### src/rtl/simple_named_block_pkg.sv
// Shared default constants and the loop-counter width helper for simple_named_block.
package simple_named_block_pkg;

   localparam int SIMPLE_WIDTH  = 32;
   localparam int SIMPLE_LOOP_N = 4;
   localparam int SIMPLE_WRAP_W = 16;

   // Width of the loop sub-counter: $clog2(n), but never narrower than one bit.
   function automatic int loop_w(input int n);
      int w;
      w = $clog2(n);
      if (w < 1) begin
         return 1;
      end else begin
         return w;
      end
   endfunction

endpackage

### src/rtl/simple_named_block.sv
// Free-running cycle counter with a shadowing modulo sub-counter in named scope `loop`.
// Define SIMPLE_WRAP_COUNT_EN to build the wrap_count register; otherwise it reads 0.
module simple_named_block
   import simple_named_block_pkg::*;
#(
   parameter int WIDTH   = SIMPLE_WIDTH,
   parameter int LOOP_N  = SIMPLE_LOOP_N,
   parameter int WRAP_W  = SIMPLE_WRAP_W,
   localparam int LW     = loop_w(LOOP_N)
)(
   input  logic              clock,
   input  logic              reset_n = 1'b1,
   input  logic              enable  = 1'b1,
   output logic [WIDTH-1:0]  count,
   output logic [LW-1:0]     loop_count,
   output logic              loop_wrap,
   output logic [WRAP_W-1:0] wrap_count
);

   localparam logic [WIDTH-1:0] ONE_W = WIDTH'(1'b1);

   logic [WIDTH-1:0] i = {WIDTH{1'b0}};

   // Module-scope cycle counter, advancing on every enabled edge.
   always_ff @(posedge clock or negedge reset_n) begin
      if (!reset_n) begin
         i <= {WIDTH{1'b0}};
      end else if (enable) begin
         i <= i + ONE_W;
      end else begin
         i <= i;
      end
   end

   // Inside this scope `i` is the local sub-counter and shadows the outer counter.
   if (1'b1) begin : loop
      localparam logic [LW-1:0] LAST  = LW'(LOOP_N - 1);
      localparam logic [LW-1:0] ONE_L = LW'(1'b1);

      logic [LW-1:0] i    = {LW{1'b0}};
      logic          wrap = 1'b0;

      // Modulo-LOOP_N sub-counter and its registered wrap pulse.
      always_ff @(posedge clock or negedge reset_n) begin
         if (!reset_n) begin
            i    <= {LW{1'b0}};
            wrap <= 1'b0;
         end else if (enable) begin
            if (i == LAST) begin
               i    <= {LW{1'b0}};
               wrap <= 1'b1;
            end else begin
               i    <= i + ONE_L;
               wrap <= 1'b0;
            end
         end else begin
            i    <= i;
            wrap <= 1'b0;
         end
      end

`ifdef SIMPLE_WRAP_COUNT_EN
      localparam logic [WRAP_W-1:0] ONE_C = WRAP_W'(1'b1);

      logic [WRAP_W-1:0] wraps = {WRAP_W{1'b0}};

      // Counts sub-counter wraps since reset, wrapping modulo 2^WRAP_W.
      always_ff @(posedge clock or negedge reset_n) begin
         if (!reset_n) begin
            wraps <= {WRAP_W{1'b0}};
         end else if (enable && (i == LAST)) begin
            wraps <= wraps + ONE_C;
         end else begin
            wraps <= wraps;
         end
      end
`endif
   end

   assign count      = i;
   assign loop_count = loop.i;
   assign loop_wrap  = loop.wrap;

`ifdef SIMPLE_WRAP_COUNT_EN
   assign wrap_count = loop.wraps;
`else
   assign wrap_count = {WRAP_W{1'b0}};
`endif

endmodule

### config.mk
export PLATFORM = sky130hd
export DESIGN_NAME = simple_named_block
export DESIGN_NICKNAME = d
export VERILOG_FILES = /design/src/rtl/simple_named_block_pkg.sv /design/src/rtl/simple_named_block.sv
export SDC_FILE = /design/constraint.sdc
export NUM_CORES = 1
export LEC_CHECK = 0
export ABC_AREA = 1
export ABC_CLOCK_PERIOD_IN_PS = 2000
export CORE_UTILIZATION = 29
export CTS_BUF_LIST = sky130_fd_sc_hd__clkbuf_4 sky130_fd_sc_hd__clkbuf_8
export CTS_CLUSTER_SIZE = 8
export DETAILED_ROUTE_END_ITERATION = 10
export PLACE_DENSITY = 0.61
export RECOVER_POWER = 100
export SYNTH_ARGS = -nofsm -noshare
export SYNTH_HDL_FRONTEND = slang
export SYNTH_SLANG_ARGS = --single-unit
### constraint.sdc
create_clock -name clock -period 2 [get_ports clock]
set_clock_uncertainty 0.1 [all_clocks]
set_input_delay 0.4 -clock clock [delete_from_list [all_inputs] [get_ports clock]]
set_output_delay 0.4 -clock clock [all_outputs]
set_load 0.05 [all_outputs]
Word level (Yosys, flattened, before mapping)
Cells that the tools add are included.

Memory bits (writable): 0. Flip-flop bits (word level): 35. Word-level logic and storage cells: 9. Output and inout bits: 51. Memories: 0. Input port bits: 3. Bits in latches: 0. Bits in read-only memories: 0.

Muxes and demuxes: 3. Reduce and logical (&&, ||, !) cells: 0. Add/subtract/negate cells: 2. Equal/unequal tests: 1. $lt $le $gt $ge: 0. Bitwise logic cells: 0. $mul: 0. Shift operators: 0. Div/mod/pow operators: 0.

Operator list (count): $add 32x1->32 const B (1); $add 2x1->2 const B (1); $eq 2x2->1 const B (1); $mux 1 (2); $mux 2 (1).

Longest topological paths before layout
Gate-level depths: netlist (run 1).

Word-level depth: 3. Mapped depth: 9. Mapped depth without buffers: 9.

Worst setup path before layout (run 1)
OpenSTA, ideal clock, no wires.

Kind: register to register. From: register i[0], in the netlist count[0]. To: register i[24], in the netlist count[24]. Buffers on the path: 0. Stages on the path, launching flop included: 9. Library setup time: 113 ps. Clock period less this slack: 1778 ps. Slack: 222 ps. Arrival: 1565 ps. Cell sequence: dfrtp_1 ha_1 nand2_2 nor2_4 nand3_4 nor2_4 nand3_1 nand2_1 inv_1.

Cells in the longest elaborated chain, start to end: 1.

Ends and longest elaborated chain: start: declaration (line simple_named_block.sv:22) `logic [WIDTH-1:0] i = {WIDTH{1'b0}};`; start signal: assignment (line simple_named_block.sv:27) `i <= {WIDTH{1'b0}};`; start signal: assignment (line simple_named_block.sv:29) `i <= i + ONE_W;`; start signal: assignment (line simple_named_block.sv:31) `i <= i;`; $add 32x1->32 (line simple_named_block.sv:29).

No other way between the ends. A chain may end at the register's enable or synchronous reset.

Worst setup path after layout (run 1)
From: register loop.wrap, in the netlist loop_wrap. To: output port loop_wrap.

RTL lines: start: declaration (line simple_named_block.sv:41) `logic wrap = 1'b0;`; start signal: assignment (line simple_named_block.sv:47) `wrap <= 1'b0;`; start signal: assignment (line simple_named_block.sv:51) `wrap <= 1'b1;`; start signal: assignment (line simple_named_block.sv:54) `wrap <= 1'b0;`; end: declaration (line simple_named_block.sv:16) `output logic loop_wrap,`.

No word-level cell between the ends.

==> results.sh, run 1 <==
export IMPL_status="finished, final reports clean"
export IMPL_antenna_found_initial=0
export IMPL_final_setup_tns_ps=0
export IMPL_cts_tree="yes"
export IMPL_maxSlewHeadroom=0.4223
export IMPL_die_h_um=87.69
export IMPL_path_buf_inv=1
export IMPL_die_area_mm2=0.007690
export IMPL_synthDistinctLibCells=22
export IMPL_port_buffers=37
export IMPL_powerDensity_mw_per_mm2=911.3
export IMPL_crit_family="buffers and inverters"
export IMPL_ioPinCount=54
export IMPL_cap_violations=0
export IMPL_min_period_over_period=0.9530
export IMPL_grt_max_degree=36
export IMPL_postRouteAntennaNets=0
export IMPL_drv_slew=0
export IMPL_min_path_type="reg2reg"
export IMPL_yosys_warnings=0
export IMPL_dpl_hpwl_um=3709
export IMPL_post_drt_wl_per_cell_um=11.39
export IMPL_design_area_mm2=0.002401
export IMPL_num_vias=1764
export IMPL_gp_congestion=0.8584
export IMPL_netlist_instances=268
export IMPL_synth_seq_area_share=0.4113
export IMPL_cts_resized_gates=0
export IMPL_grt_pass1_vias=1709
export IMPL_die_w_um=87.69
export IMPL_cts_path_max_buffers=2
export IMPL_total_power_mw=2.188
export IMPL_crit_type="reg2out"
export IMPL_max_stage_delay_ps=790
export IMPL_synth_avg_cell_area_um2=7.946
export IMPL_row_count=30
export IMPL_hold_viol=0
export IMPL_drive_gt1_frac=0.07619
export IMPL_top_layer_used="met4"
export IMPL_endpoint_kind="primary output"
export IMPL_wl_met2_um=2001
export IMPL_routed_wl_um=4680
export IMPL_drc=0
export IMPL_setup_viol=0
export IMPL_antenna_cells=0
export IMPL_finalCriticalPeriod_ps=1906
export IMPL_viasPerCell=4.292
export IMPL_clkTransAtPathRegs_ps=70
export IMPL_cts_buffers=5
export IMPL_critical_path_cell_chain="clkdlybuf4s50_1"
export IMPL_drt_iter0_markers=97
export IMPL_syn_to_final_growth_pct=12.75
export IMPL_core_area_mm2=0.006944
export IMPL_ys_ff_latch=35
export IMPL_finalHoldWorstSlack_ps=398.5
export IMPL_cp_max_fo=1
export IMPL_grt_use_total=0.1374
export IMPL_htree_levels=2
export IMPL_rsz0062_at_grt="false"
export IMPL_fillers=776
export IMPL_gr_total_overflow=0
export IMPL_clk_latency_ps=280
export IMPL_start_util=0.3067
export IMPL_met3_length_um=290
export IMPL_worstPathRequired_ps=1500
export IMPL_p_leak_nw=1.122
export IMPL_post_cts_buffers=0
export IMPL_drtPass1Iterations=4
export IMPL_peakVddDrop_uv=602.5
export IMPL_nets=320
export IMPL_grt_pass1_wl_um=7976
export IMPL_met1_length_um=2296
export IMPL_worstSetupStartpointType="register"
export IMPL_cp_slowest_cell="clkdlybuf4s50_1"
export IMPL_cp_arrival_ps=1410
export IMPL_ctsHoldBuffers=0
export IMPL_place_area_mm2=0.002501
export IMPL_clkSinkCount=35
export IMPL_tightest_slew_ps=866.6
export IMPL_syn_area_mm2=0.002130
export IMPL_fmax_mhz=524.7
export IMPL_cts_root_buffer="clkbuf_8"
==> cells in the final DEF (no fill, tap or decap), drive strengths merged <==
cell / n
nand3: 20
nor3: 4
clkdlybuf4s50: 1
nand2: 77
clkbuf: 45
inv: 35
xor2: 7
dlygate4sd3: 2
clkinv: 1
xnor2: 15
dfrtp: 35
ha: 2
nor2: 43
a21oi: 1
o21ai: 1
conb: 16
nand4: 10
==> kinds of logic after synthesis <==
group,after synthesis,share of synthesized area
buf+inv,52,0.1216
other cells,1,0.001761
simple gates,154,0.3584
xor+xnor,22,0.09048
compound gates,2,0.004696
fa+ha+maj,2,0.01175
flops,35,0.4113
==> registers in the layout, summed over array words and instances (netlist names) <==
| signal | count |
|---|---|
| count | 32 |
| loop_count | 2 |
| loop_wrap | 1 |
==> report_power, final <==
part / internal [mW] / total [mW] / leakage (nW) / switching (mW)
logic: 0.153 / 0.748 / 0.625 / 0.595
registers: 0.803 / 0.930 / 0.450 / 0.127
clock network: 0.270 / 0.510 / 0.0470 / 0.240
total: 1.23 / 2.19 / 1.12 / 0.962
==> cell type report <==
cell class              count  area, um^2  share of cell area
multi-input cells         196        1008              0.4200
flip-flops and latches     35       875.8              0.3648
repair buffers             42       177.7             0.07400
inverters                  35       131.4             0.05472
well taps                  96       120.1             0.05003
clock buffers               6       82.58             0.03439
clock inverters             1       5.005            0.002084
==> synth_stat cells <==
cell type / n / share of area
nor2_2: 7 / 0.021
nand2_1: 71 / 0.13
nor2_1: 28 / 0.049
conb_1: 1 / 0.0018
nor3_2: 1 / 0.0047
nand3_1: 17 / 0.040
dfrtp_1: 35 / 0.41
nand4_1: 10 / 0.029
o21ai_1: 1 / 0.0023
xor2_1: 7 / 0.029
a21oi_1: 1 / 0.0023
nor3_1: 3 / 0.0070
nand3_2: 2 / 0.0094
inv_2: 1 / 0.0018
inv_1: 34 / 0.060
buf_4: 17 / 0.060
ha_1: 2 / 0.012
xnor2_1: 15 / 0.062
nand2_4: 2 / 0.011
nand2_2: 4 / 0.012
nand3_4: 1 / 0.0082
nor2_4: 8 / 0.042
==> layer usage <==
layer / GRT usage / vias up
li1: - / 888
met5: 0 / -
met1: 0.1862 / 807
met3: 0.03864 / 9
met2: 0.2053 / 60
met4: 0.05812 / 0
==> path summary, 6_finish.rpt <==
path	startpoint	to	slack, ps	depth (start not counted)
worst max register to register	count[0]$_DFFE_PN0P_	count[26]$_DFFE_PN0P_	340	8
max in group asynchronous	reset_n	count[20]$_DFFE_PN0P_	600	2
worst min register to register	loop_count[0]$_DFFE_PN0P_	loop_count[0]$_DFFE_PN0P_	400	1
min in group asynchronous	reset_n	count[11]$_DFFE_PN0P_	660	2
worst max-delay path	loop_wrap$_DFF_PN0_	loop_wrap	90	1
worst min-delay path	loop_count[0]$_DFFE_PN0P_	loop_count[0]$_DFFE_PN0P_	400	1
==> worst register-to-register path, cell delays in order (launching register included) <==
cell and delay (ps):
dfrtp_1 440, ha_1 230, inv_1 50, nor2_1 140
nand3_1 100, nor2_1 260, nand3_1 110, nand2_1 70
nand2_1 50
==> metrics by stage <==
stage	setup WS [ps]	cells	util
3_5_place_dp	83.21	404	0.3602
5_1_grt	44.92	411	0.3458
3_3_place_gp	108.9	404	0.3602
2_1_floorplan	221.9	283	-
6_report	94.06	411	0.3458
4_1_cts	70.99	411	0.3728
Power figures use the tool's default switching activity.
==> run 2: changes to the inputs <==
--- a/config.mk
+++ b/config.mk
@@ -11,7 +11,6 @@
 export CTS_BUF_LIST = sky130_fd_sc_hd__clkbuf_4 sky130_fd_sc_hd__clkbuf_8
 export CTS_CLUSTER_SIZE = 8
 export DETAILED_ROUTE_END_ITERATION = 10
-export PLACE_DENSITY = 0.61
 export RECOVER_POWER = 100
 export SYNTH_ARGS = -nofsm -noshare
 export SYNTH_HDL_FRONTEND = slang
==> results.sh, run 2 (synthesized netlist as in run 1, its figures left out) <==
export IMPL_status="finished, final reports clean"
export IMPL_r2r_cells=7
export IMPL_crit_family="buffers and inverters"
export IMPL_antenna_found_initial=0
export IMPL_place_area_mm2=0.002491
export IMPL_postRouteAntennaNets=0
export IMPL_fin_cells=411
export IMPL_drc=0
export IMPL_routed_wl_um=4712
export IMPL_htree_levels=2
export IMPL_peakVddDrop_uv=744.7
export IMPL_drtPass1Iterations=4
export IMPL_worstSetupStartpointType="register"
export IMPL_max_stage_delay_ps=500
export IMPL_hold_viol=0
export IMPL_antenna_cells=0
export IMPL_cts_tree="yes"
export IMPL_gr_total_overflow=0
export IMPL_post_cts_buffers=0
export IMPL_setup_viol=0
export IMPL_layout_commonest_cell="nand2_1"
export IMPL_core_area_mm2=0.006944
export IMPL_start_util=0.3067
export IMPL_largest_reg_flops=32
export IMPL_die_area_mm2=0.007690
export IMPL_row_count=30
export IMPL_critical_path_cell_chain="clkbuf_1"
export IMPL_num_vias=1760
export IMPL_grt_use_total=0.1346
export IMPL_cp_slowest_cell="clkbuf_1"
export IMPL_p_leak_nw=1.127
export IMPL_cp_max_fo=4
export IMPL_port_buffers=37
export IMPL_worstPathRequired_ps=1500
export IMPL_cp_arrival_ps=1260
export IMPL_maxSlewHeadroom=0.4056
export IMPL_cts_buffers=5
export IMPL_cp_depth=1
export IMPL_die_w_um=87.69
export IMPL_powerDensity_mw_per_mm2=933.7
export IMPL_gp_congestion=0.7837
export IMPL_drt_iter0_markers=104
export IMPL_drive_gt1_frac=0.08571
export IMPL_post_drt_wl_per_cell_um=11.46
export IMPL_syn_to_final_growth_pct=13.87
export IMPL_cap_violations=0
export IMPL_grt_pass1_wl_um=7776
export IMPL_dp_cells=403
export IMPL_drv_slew=0
export IMPL_fin_ws_ps=235.6
export IMPL_finalHoldWorstSlack_ps=404.4
export IMPL_layout_common_cells="nand2_1, clkbuf_1, inv_1, dfrtp_1, nor2_1"
export IMPL_finalCriticalPeriod_ps=1764
export IMPL_clk_latency_ps=290
export IMPL_clkSinkCount=35
export IMPL_final_setup_tns_ps=0
export IMPL_grt_pass1_vias=1593
export IMPL_ioPinCount=54
export IMPL_design_area_mm2=0.002425
export IMPL_total_power_mw=2.264
export IMPL_tightest_slew_ps=891.7
export IMPL_min_path_type="reg2reg"
export IMPL_clkTransAtPathRegs_ps=70
export IMPL_fmax_mhz=566.8
export IMPL_ctsHoldBuffers=0
export IMPL_cts_path_max_buffers=2
export IMPL_pre_cts_slack_ps=40.70
export IMPL_nets=319
export IMPL_path_buf_inv=1
export IMPL_hold_path_depth=2
export IMPL_rsz0062_at_grt="false"
export IMPL_final_core_util=0.3492
export IMPL_fillers=779
export IMPL_min_period_over_period=0.8822
export IMPL_dpl_hpwl_um=3710
export IMPL_die_h_um=87.69
export IMPL_cts_root_buffer="clkbuf_8"
export IMPL_grt_max_degree=36
export IMPL_viasPerCell=4.282
export IMPL_endpoint_kind="primary output"
export IMPL_cts_resized_gates=0
export IMPL_crit_type="reg2out"
## run 2: cell type report
cell class / count / area (um^2) / area share
clock buffer: 8 / 103.9 / 0.04283
inverter: 35 / 131.4 / 0.05418
multi-input combinational: 196 / 1026 / 0.4231
sequential: 35 / 875.8 / 0.3612
tap: 96 / 120.1 / 0.04954
timing repair buffer: 41 / 167.7 / 0.06914
## run 2: metal layers
metal / vias to the layer above / part of all wire / track usage
li1: 886 / - / -
met1: 822 / 0.49 / 0.1776
met2: 44 / 0.45 / 0.2109
met3: 8 / 0.051 / 0.03770
met4: 0 / 0.014 / 0.04918
met5: - / 0 / 0
## run 2: report_power, final
part	leakage [nW]	switching (mW)	total, mW	internal, mW
registers	0.450	0.131	0.934	0.803
logic	0.621	0.599	0.747	0.148
clock network	0.0549	0.255	0.582	0.328
## run 2: worst paths after layout
path,from,to,slack (ps)
min,count[31]$_DFFE_PN0P_,count[31]$_DFFE_PN0P_,400
min reg2reg,count[31]$_DFFE_PN0P_,count[31]$_DFFE_PN0P_,400
max reg2reg,count[20]$_DFFE_PN0P_,count[31]$_DFFE_PN0P_,360
min in group asynchronous,reset_n,count[25]$_DFFE_PN0P_,660
max in group asynchronous,reset_n,count[28]$_DFFE_PN0P_,580
max,count[7]$_DFFE_PN0P_,count[7],240
